===== config.mk =====
export PLATFORM = sky130hd
export DESIGN_NAME = dnn_io_ctrl_flat
export DESIGN_NICKNAME = d
export VERILOG_FILES = /design/src/rtl/dnn_io_pkg.sv /design/src/rtl/dnn_io_ctrl_if.sv /design/src/rtl/dnn_io_ctrl_seg7_decode.sv /design/src/rtl/dnn_io_ctrl.sv /design/src/flat_wrapper.sv
export SDC_FILE = /design/constraint.sdc
export NUM_CORES = 1
export LEC_CHECK = 0
export CORE_MARGIN = 5
export CORE_UTILIZATION = 54
export DETAILED_ROUTE_END_ITERATION = 10
export PLACE_DENSITY = 0.95
export SLEW_MARGIN = 25
export SYNTH_ARGS = -nofsm -noshare
export SYNTH_HDL_FRONTEND = slang
export SYNTH_SLANG_ARGS = --single-unit

===== constraint.sdc =====
create_clock -name clk -period 3.8 [get_ports clk]
set_clock_uncertainty 0.05 [all_clocks]
set_input_delay 0.76 -clock clk [delete_from_list [all_inputs] [get_ports clk]]
set_output_delay 0.76 -clock clk [all_outputs]
set_load 0.05 [all_outputs]

===== src/rtl/dnn_io_pkg.sv =====
// Shared definitions for the DNN board I/O controller: register map,
// bus widths and the seven-segment glyph table.
package dnn_io_pkg;

    localparam int AVS_ADDR_W = 3;
    localparam int AVS_DATA_W = 32;

    // Avalon word addresses; 6 and 7 are left unmapped and read as zero.
    typedef enum logic [AVS_ADDR_W-1:0] {
        REG_SW       = 3'd0,
        REG_LED      = 3'd1,
        REG_HEXVAL   = 3'd2,
        REG_HEXBLANK = 3'd3,
        REG_EDGE     = 3'd4,
        REG_IRQMASK  = 3'd5
    } reg_addr_e;

    // Active-low segments in gfedcba order; a blanked digit drives all ones.
    localparam logic [6:0] SEG_OFF = 7'h7F;

    // Entry n is the glyph for hex digit n (index 15 is the leftmost element).
    localparam logic [15:0][6:0] SEG_TABLE = {
        7'h0E, 7'h06, 7'h21, 7'h46,   // F E d C
        7'h03, 7'h08, 7'h10, 7'h00,   // b A 9 8
        7'h78, 7'h02, 7'h12, 7'h19,   // 7 6 5 4
        7'h30, 7'h24, 7'h79, 7'h40    // 3 2 1 0
    };

    function automatic logic [6:0] seg_pattern(input logic [3:0] nibble);
        return SEG_TABLE[nibble];
    endfunction

endpackage


===== src/rtl/dnn_io_ctrl_if.sv =====
// Avalon-MM slave bus plus the interrupt line of the I/O controller.
interface dnn_io_ctrl_if;
    import dnn_io_pkg::*;

    logic [AVS_ADDR_W-1:0] avs_address;
    logic                  avs_read;
    logic                  avs_write;
    logic [AVS_DATA_W-1:0] avs_writedata;
    logic [AVS_DATA_W-1:0] avs_readdata;
    logic                  irq;

    // Host / CPU side.
    modport master (
        output avs_address, avs_read, avs_write, avs_writedata,
        input  avs_readdata, irq
    );

    // Peripheral side.
    modport slave (
        input  avs_address, avs_read, avs_write, avs_writedata,
        output avs_readdata, irq
    );

endinterface


===== src/rtl/dnn_io_ctrl_seg7_decode.sv =====
// Combinational hex-digit to seven-segment decode with blanking.
module seg7_decode
    import dnn_io_pkg::*;
(
    input  logic [3:0] i_nibble,
    input  logic       i_blank,
    output logic [6:0] o_seg
);

    // Blank wins over the digit value so a hidden digit is fully dark.
    always_comb begin
        o_seg = i_blank ? SEG_OFF : seg_pattern(i_nibble);
    end

endmodule


===== src/rtl/dnn_io_ctrl.sv =====
// Board I/O controller: debounced switches with edge interrupts, LED and
// seven-segment display registers behind a fixed-latency Avalon-MM slave.
module dnn_io_ctrl
    import dnn_io_pkg::*;
#(
    parameter int SW_W    = 8,
    parameter int LED_W   = 8,
    parameter int NUM_HEX = 1,
    parameter int DB_CYC  = 50000
) (
    input  logic                 clk,
    input  logic                 reset,
    dnn_io_ctrl_if.slave         bus,
    input  logic [SW_W-1:0]      switches,
    output logic [LED_W-1:0]     leds,
    output logic [7*NUM_HEX-1:0] hex
);

    localparam int PRE_W = $clog2(DB_CYC);
    localparam int HV_W  = 4 * NUM_HEX;

    logic [SW_W-1:0]      r_sw_meta;
    logic [SW_W-1:0]      r_sw_sync;
    logic [SW_W-1:0]      r_sample;
    logic [SW_W-1:0]      r_db;
    logic [SW_W-1:0]      r_edge;
    logic [SW_W-1:0]      r_irqmask;
    logic [LED_W-1:0]     r_led;
    logic [HV_W-1:0]      r_hexval;
    logic [NUM_HEX-1:0]   r_hexblank;
    logic [PRE_W-1:0]     r_pre;
    logic [31:0]          r_rdata;
    logic                 r_irq;
    logic [7*NUM_HEX-1:0] r_hex;

    logic                 w_tick;
    logic [SW_W-1:0]      w_db_next;
    logic [SW_W-1:0]      w_edge_set;
    logic [SW_W-1:0]      w_edge_clr;
    logic                 w_wr_led;
    logic                 w_wr_hexval;
    logic                 w_wr_hexblank;
    logic                 w_wr_edge;
    logic                 w_wr_irqmask;
    logic [31:0]          w_rdata;
    logic [7*NUM_HEX-1:0] w_seg;
    logic                 w_unused_wdata;

    assign w_tick = (r_pre == PRE_W'(DB_CYC - 1));

    assign w_wr_led      = bus.avs_write && (bus.avs_address == REG_LED);
    assign w_wr_hexval   = bus.avs_write && (bus.avs_address == REG_HEXVAL);
    assign w_wr_hexblank = bus.avs_write && (bus.avs_address == REG_HEXBLANK);
    assign w_wr_edge     = bus.avs_write && (bus.avs_address == REG_EDGE);
    assign w_wr_irqmask  = bus.avs_write && (bus.avs_address == REG_IRQMASK);

    // Write data above the register widths is intentionally discarded.
    assign w_unused_wdata = ^bus.avs_writedata;

    // A bit follows the synchronised input only when two consecutive tick
    // samples agree. Reset zeroes both the sample and the debounced state,
    // so the first tick after release can never register a change.
    for (genvar gi = 0; gi < SW_W; gi++) begin : g_db
        assign w_db_next[gi] = (w_tick && (r_sw_sync[gi] == r_sample[gi]))
                             ? r_sw_sync[gi] : r_db[gi];
    end

    assign w_edge_set = w_db_next ^ r_db;
    assign w_edge_clr = w_wr_edge ? bus.avs_writedata[SW_W-1:0] : '0;

    // Read mux from the current (pre-write) register contents.
    always_comb begin
        w_rdata = '0;
        case (bus.avs_address)
            REG_SW:       w_rdata[SW_W-1:0]    = r_db;
            REG_LED:      w_rdata[LED_W-1:0]   = r_led;
            REG_HEXVAL:   w_rdata[HV_W-1:0]    = r_hexval;
            REG_HEXBLANK: w_rdata[NUM_HEX-1:0] = r_hexblank;
            REG_EDGE:     w_rdata[SW_W-1:0]    = r_edge;
            REG_IRQMASK:  w_rdata[SW_W-1:0]    = r_irqmask;
            default:      ;
        endcase
    end

    for (genvar gi = 0; gi < NUM_HEX; gi++) begin : g_hex
        seg7_decode u_seg7_decode (
            .i_nibble (r_hexval[4*gi +: 4]),
            .i_blank  (r_hexblank[gi]),
            .o_seg    (w_seg[7*gi +: 7])
        );
    end

    // Synchroniser, free-running prescaler and debounce sampling.
    always_ff @(posedge clk) begin
        if (reset) begin
            r_sw_meta <= '0;
            r_sw_sync <= '0;
            r_pre     <= '0;
            r_sample  <= '0;
            r_db      <= '0;
        end else begin
            r_sw_meta <= switches;
            r_sw_sync <= r_sw_meta;
            r_pre     <= w_tick ? '0 : r_pre + 1'b1;
            if (w_tick) begin
                r_sample <= r_sw_sync;
            end
            r_db <= w_db_next;
        end
    end

    // Host-visible registers; a new edge overrides a coincident clear.
    always_ff @(posedge clk) begin
        if (reset) begin
            r_led      <= '0;
            r_hexval   <= '0;
            r_hexblank <= '1;
            r_edge     <= '0;
            r_irqmask  <= '0;
        end else begin
            if (w_wr_led)      r_led      <= bus.avs_writedata[LED_W-1:0];
            if (w_wr_hexval)   r_hexval   <= bus.avs_writedata[HV_W-1:0];
            if (w_wr_hexblank) r_hexblank <= bus.avs_writedata[NUM_HEX-1:0];
            if (w_wr_irqmask)  r_irqmask  <= bus.avs_writedata[SW_W-1:0];
            r_edge <= (r_edge & ~w_edge_clr) | w_edge_set;
        end
    end

    // Registered outputs: read data, interrupt and segment drive.
    always_ff @(posedge clk) begin
        if (reset) begin
            r_rdata <= '0;
            r_irq   <= 1'b0;
            r_hex   <= '1;
        end else begin
            if (bus.avs_read) begin
                r_rdata <= w_rdata;
            end
            r_irq <= |(r_edge & r_irqmask);
            r_hex <= w_seg;
        end
    end

    assign bus.avs_readdata = r_rdata;
    assign bus.irq          = r_irq;
    assign leds             = r_led;
    assign hex              = r_hex;

endmodule


===== src/flat_wrapper.sv =====
// flat-port wrapper written by rule: the top's interface ports become plain ports
module dnn_io_ctrl_flat import dnn_io_pkg::*;
#(
    parameter int SW_W    = 8,
    parameter int LED_W   = 8,
    parameter int NUM_HEX = 1,
    parameter int DB_CYC  = 50000
)
  (clk, reset, switches, leds, hex, bus_avs_address, bus_avs_read, bus_avs_write, bus_avs_writedata, bus_avs_readdata, bus_irq);
  dnn_io_ctrl_if bus_i ();
  input  logic clk;
  input  logic reset;
  input  logic [SW_W-1:0] switches;
  output logic [LED_W-1:0] leds;
  output logic [7*NUM_HEX-1:0] hex;
  input wire logic [$bits(bus_i.avs_address)-1:0] bus_avs_address;
  input wire logic [$bits(bus_i.avs_read)-1:0] bus_avs_read;
  input wire logic [$bits(bus_i.avs_write)-1:0] bus_avs_write;
  input wire logic [$bits(bus_i.avs_writedata)-1:0] bus_avs_writedata;
  output wire logic [$bits(bus_i.avs_readdata)-1:0] bus_avs_readdata;
  output wire logic [$bits(bus_i.irq)-1:0] bus_irq;
  assign bus_i.avs_address = bus_avs_address;
  assign bus_i.avs_read = bus_avs_read;
  assign bus_i.avs_write = bus_avs_write;
  assign bus_i.avs_writedata = bus_avs_writedata;
  assign bus_avs_readdata = bus_i.avs_readdata;
  assign bus_irq = bus_i.irq;
  dnn_io_ctrl #(.SW_W(SW_W), .LED_W(LED_W), .NUM_HEX(NUM_HEX), .DB_CYC(DB_CYC)) u_core (.clk(clk), .reset(reset), .bus(bus_i), .switches(switches), .leds(leds), .hex(hex));
endmodule

==> flow_summary.toml <==
[timing]
finalCritPeriodShare = 0.686
drv_slew = 0
final-setup-viol-count = 0
rsz0062_at_grt = "no"
worst_pin_slew_ps = 883
whs_ps = 394
tns_ps = 0
post-route-min-period_ps = 2610
clock.fmax_ghz = 0.384
relSlewSlack = 0.409
report.final.hold_viol_count = 0

[clock_tree]
insertion_delay_ps = 370
clock_path_buffers = 2
cts_buffers = 9
cts-hold-fix-buffers = 0
cts_setup_buffers = 0
clkTransAtPathRegs_ps = 90
cts_max_level = 3
cts_tree = "yes"
cts-resized-gates = 0
clock-sinks = 93
root_buffer = "clkbuf_8"

[logic_synthesis]
ys_seq_area_frac = 0.439
synthCells = 483
synthDistinctLibCells = 46
ys_ff_latch = 93
synth.top_cell.area_share = 0.439
netlist_area_um2 = 4250
yosys-top-cells-area = "dfxtp_1 44%, nand2_1 5.3%, buf_4 5.0%, nor2_1 3.9%, mux2i_1 3.8%"
ys_warn_count = 0
synth.avg_cell_area_um2 = 8.79
yosysTopAreaCell = "dfxtp_1"

[cells_and_area]
drive_gt1_frac = 0.0614
utilization = 0.632
nNetsFinal = 570
final_cells = 623
final_common_cell = "dfxtp_1"
areaGrowthSynthToFinish_pct = 14.4
layout_common_cells = "93 x dfxtp_1, 60 x nand2_1, 45 x clkdlybuf4s50_1"
multi_input_area_um2 = 2140
ff_latch_area_um2 = 1860
antenna_cells = 0
fillers = 626

[setup_path]
start_kind = "primary input"
critPathCaptureType = "flip-flop"
crit_arrival_ps = 2840
r2r_slack_ps = 1430
crit_fanout = 23
crit_required_ps = 4040
crit_start = "bus_avs_address[2]"
timing.rr.start = "u_core.r_pre[12]"
r2r_cells = 5
r2r_end = "u_core.r_pre[10]"
criticalPathCategory = "in -> reg"
crit_end = "u_core.bus.avs_readdata[1]"

[grt]
antenna_found_initial = 0
grt_max_degree = 49
grt-ovfl-total = 0
grt_usage = 0.183
grt_first_pass_wirelength_um = 14700
grt_pass1_vias = 3239

[die]
core_area_um2 = 7690
rows = 32
fp.dieH_um = 98.7
dieArea_um2 = 9730
initial_utilization = 0.552
ios = 95
dieWidth_um = 98.7

[placement]
post-place-cells = 607
gp_congestion = 0.887
io_buffer_count = 46
hpwlAfterDp_um = 6270

[power]
seqPwrFrac = 0.537
power_density_nw_per_um2 = 386
swShare = 0.266
share_comb_of_total_power = 0.089
ir_worst_vdd_uv = 165
p_leak_nw = 1.65
finalPower_mw = 1.87
internal_power_mw = 1.38
p_sw_uw = 498
pwr-share-clk = 0.374

[routing]
wl_um = 8990
viasPerCell = 5.59
antenna_left = 0
drc = 0
first_iter_violations = 187
dr.pass1.iters = 5
routed-via-count = 3485
routedWlPerCell_um = 14.4

[outcome]
status = "finished clean"

[flow_run]
maxCapViolations = 0

[worst_hold_path]
hold_class = "reg -> reg"
-- per-layer routing --
layer  track usage  vias to the layer above  part of all wire
met5             0                        -                 0
met4        0.0861                        0             0.026
met3        0.0361                       22             0.074
met2         0.313                      143              0.50
met1         0.221                     1618              0.40
li1              -                     1702                 -
-- power groups by stage --
stage	Sequential, mW	Combinational (mW)	Clock, mW
5_1_grt	1.01	0.177	0.755
2_1_floorplan	1.03	0.134	0
6_report	1.01	0.167	0.701
3_3_place_gp	1.03	0.163	0
3_5_place_dp	1.03	0.165	0
4_1_cts	1.01	0.166	0.716
-- worst min-delay path by stage --
stage | start | end | slack [ps] | cells after the start
3_5_place_dp | u_core.r_sw_meta[1] | u_core.r_sw_sync[1] | 380 | 1
4_1_cts | u_core.r_sw_meta[1] | u_core.r_sw_sync[1] | 400 | 1
6_report | u_core.r_sw_meta[3] | u_core.r_sw_sync[3] | 390 | 1
2_1_floorplan | u_core.r_sw_meta[0] | u_core.r_sw_sync[0] | 360 | 1
3_3_place_gp | u_core.r_sw_meta[6] | u_core.r_sw_sync[6] | 370 | 1
5_1_grt | u_core.r_sw_meta[6] | u_core.r_sw_sync[6] | 420 | 1
-- cells in the mapped netlist (all sizes together) --
master / count
dfxtp: 93
nand2: 60
nor2: 44
buf: 30
a21oi: 23
clkbuf: 21
nand2b: 20
nand3: 20
nor2b: 19
a22oi: 16
mux2i: 16
o21ai: 15
o211ai: 9
xnor2: 9
a31oi: 8
nand3b: 8
o22ai: 8
ha: 7
inv: 6
nand4: 6
nor4: 5
xor2: 5
and3: 4
mux4: 4
nor3: 4
or4b: 4
o21a: 3
a41oi: 2
nor4bb: 2
or2: 2
a211oi: 1
a221oi: 1
a2bb2oi: 1
and2: 1
and4: 1
clkinv: 1
conb: 1
mux2: 1
nor3b: 1
o221a: 1
-- state kept, by name, indices dropped and copies added, names as in the netlist --
signal                   flops
u_core.bus.avs_readdata      8
u_core.bus.irq               1
u_core.hex                   7
u_core.leds                  8
u_core.r_db                  8
u_core.r_edge                8
u_core.r_hexblank            1
u_core.r_hexval              4
u_core.r_irqmask             8
u_core.r_pre                16
u_core.r_sample              8
u_core.r_sw_meta             8
u_core.r_sw_sync             8
-- worst max-delay path, cell delays in order --
cell             delay [ps]
clkdlybuf4s50_1         860
or4b_2                  800
o21ai_0                  90
o21ai_0                 130
a21oi_1                 190
-- cell families (layout without fill, tap and decap cells) --
logic type,after synthesis,after routing,synth area share
AND/OR/NAND/NOR,201,201,0.241
flip-flops,93,93,0.439
AO/OA/AOI/OAI,88,88,0.131
buffers and inverters,58,73,0.0781
multiplexers,21,21,0.0616
XOR/XNOR,14,14,0.0289
adder cells (fa/ha/maj),7,7,0.0206
other,1,24,0.000883
-- per-stage QoR --
| stage | setup slack [ps] | instance area [um^2] |
|---|---|---|
| 2_1_floorplan | 1650 | 4330 |
| 3_3_place_gp | 943 | 4640 |
| 3_5_place_dp | 843 | 4640 |
| 4_1_cts | 1210 | 4850 |
| 5_1_grt | 1070 | 4850 |
| 6_report | 1190 | 4850 |
-- final cells by class --
class	count	share of cell area
Tap cell	102	0.0263
Timing Repair Buffer	50	0.100
Sequential cell	93	0.384
Multi-Input combinational cell	355	0.440
Clock buffer	10	0.0284
Inverter	7	0.00541
Clock inverter	6	0.0160
Power figures use the tool's default switching activity.
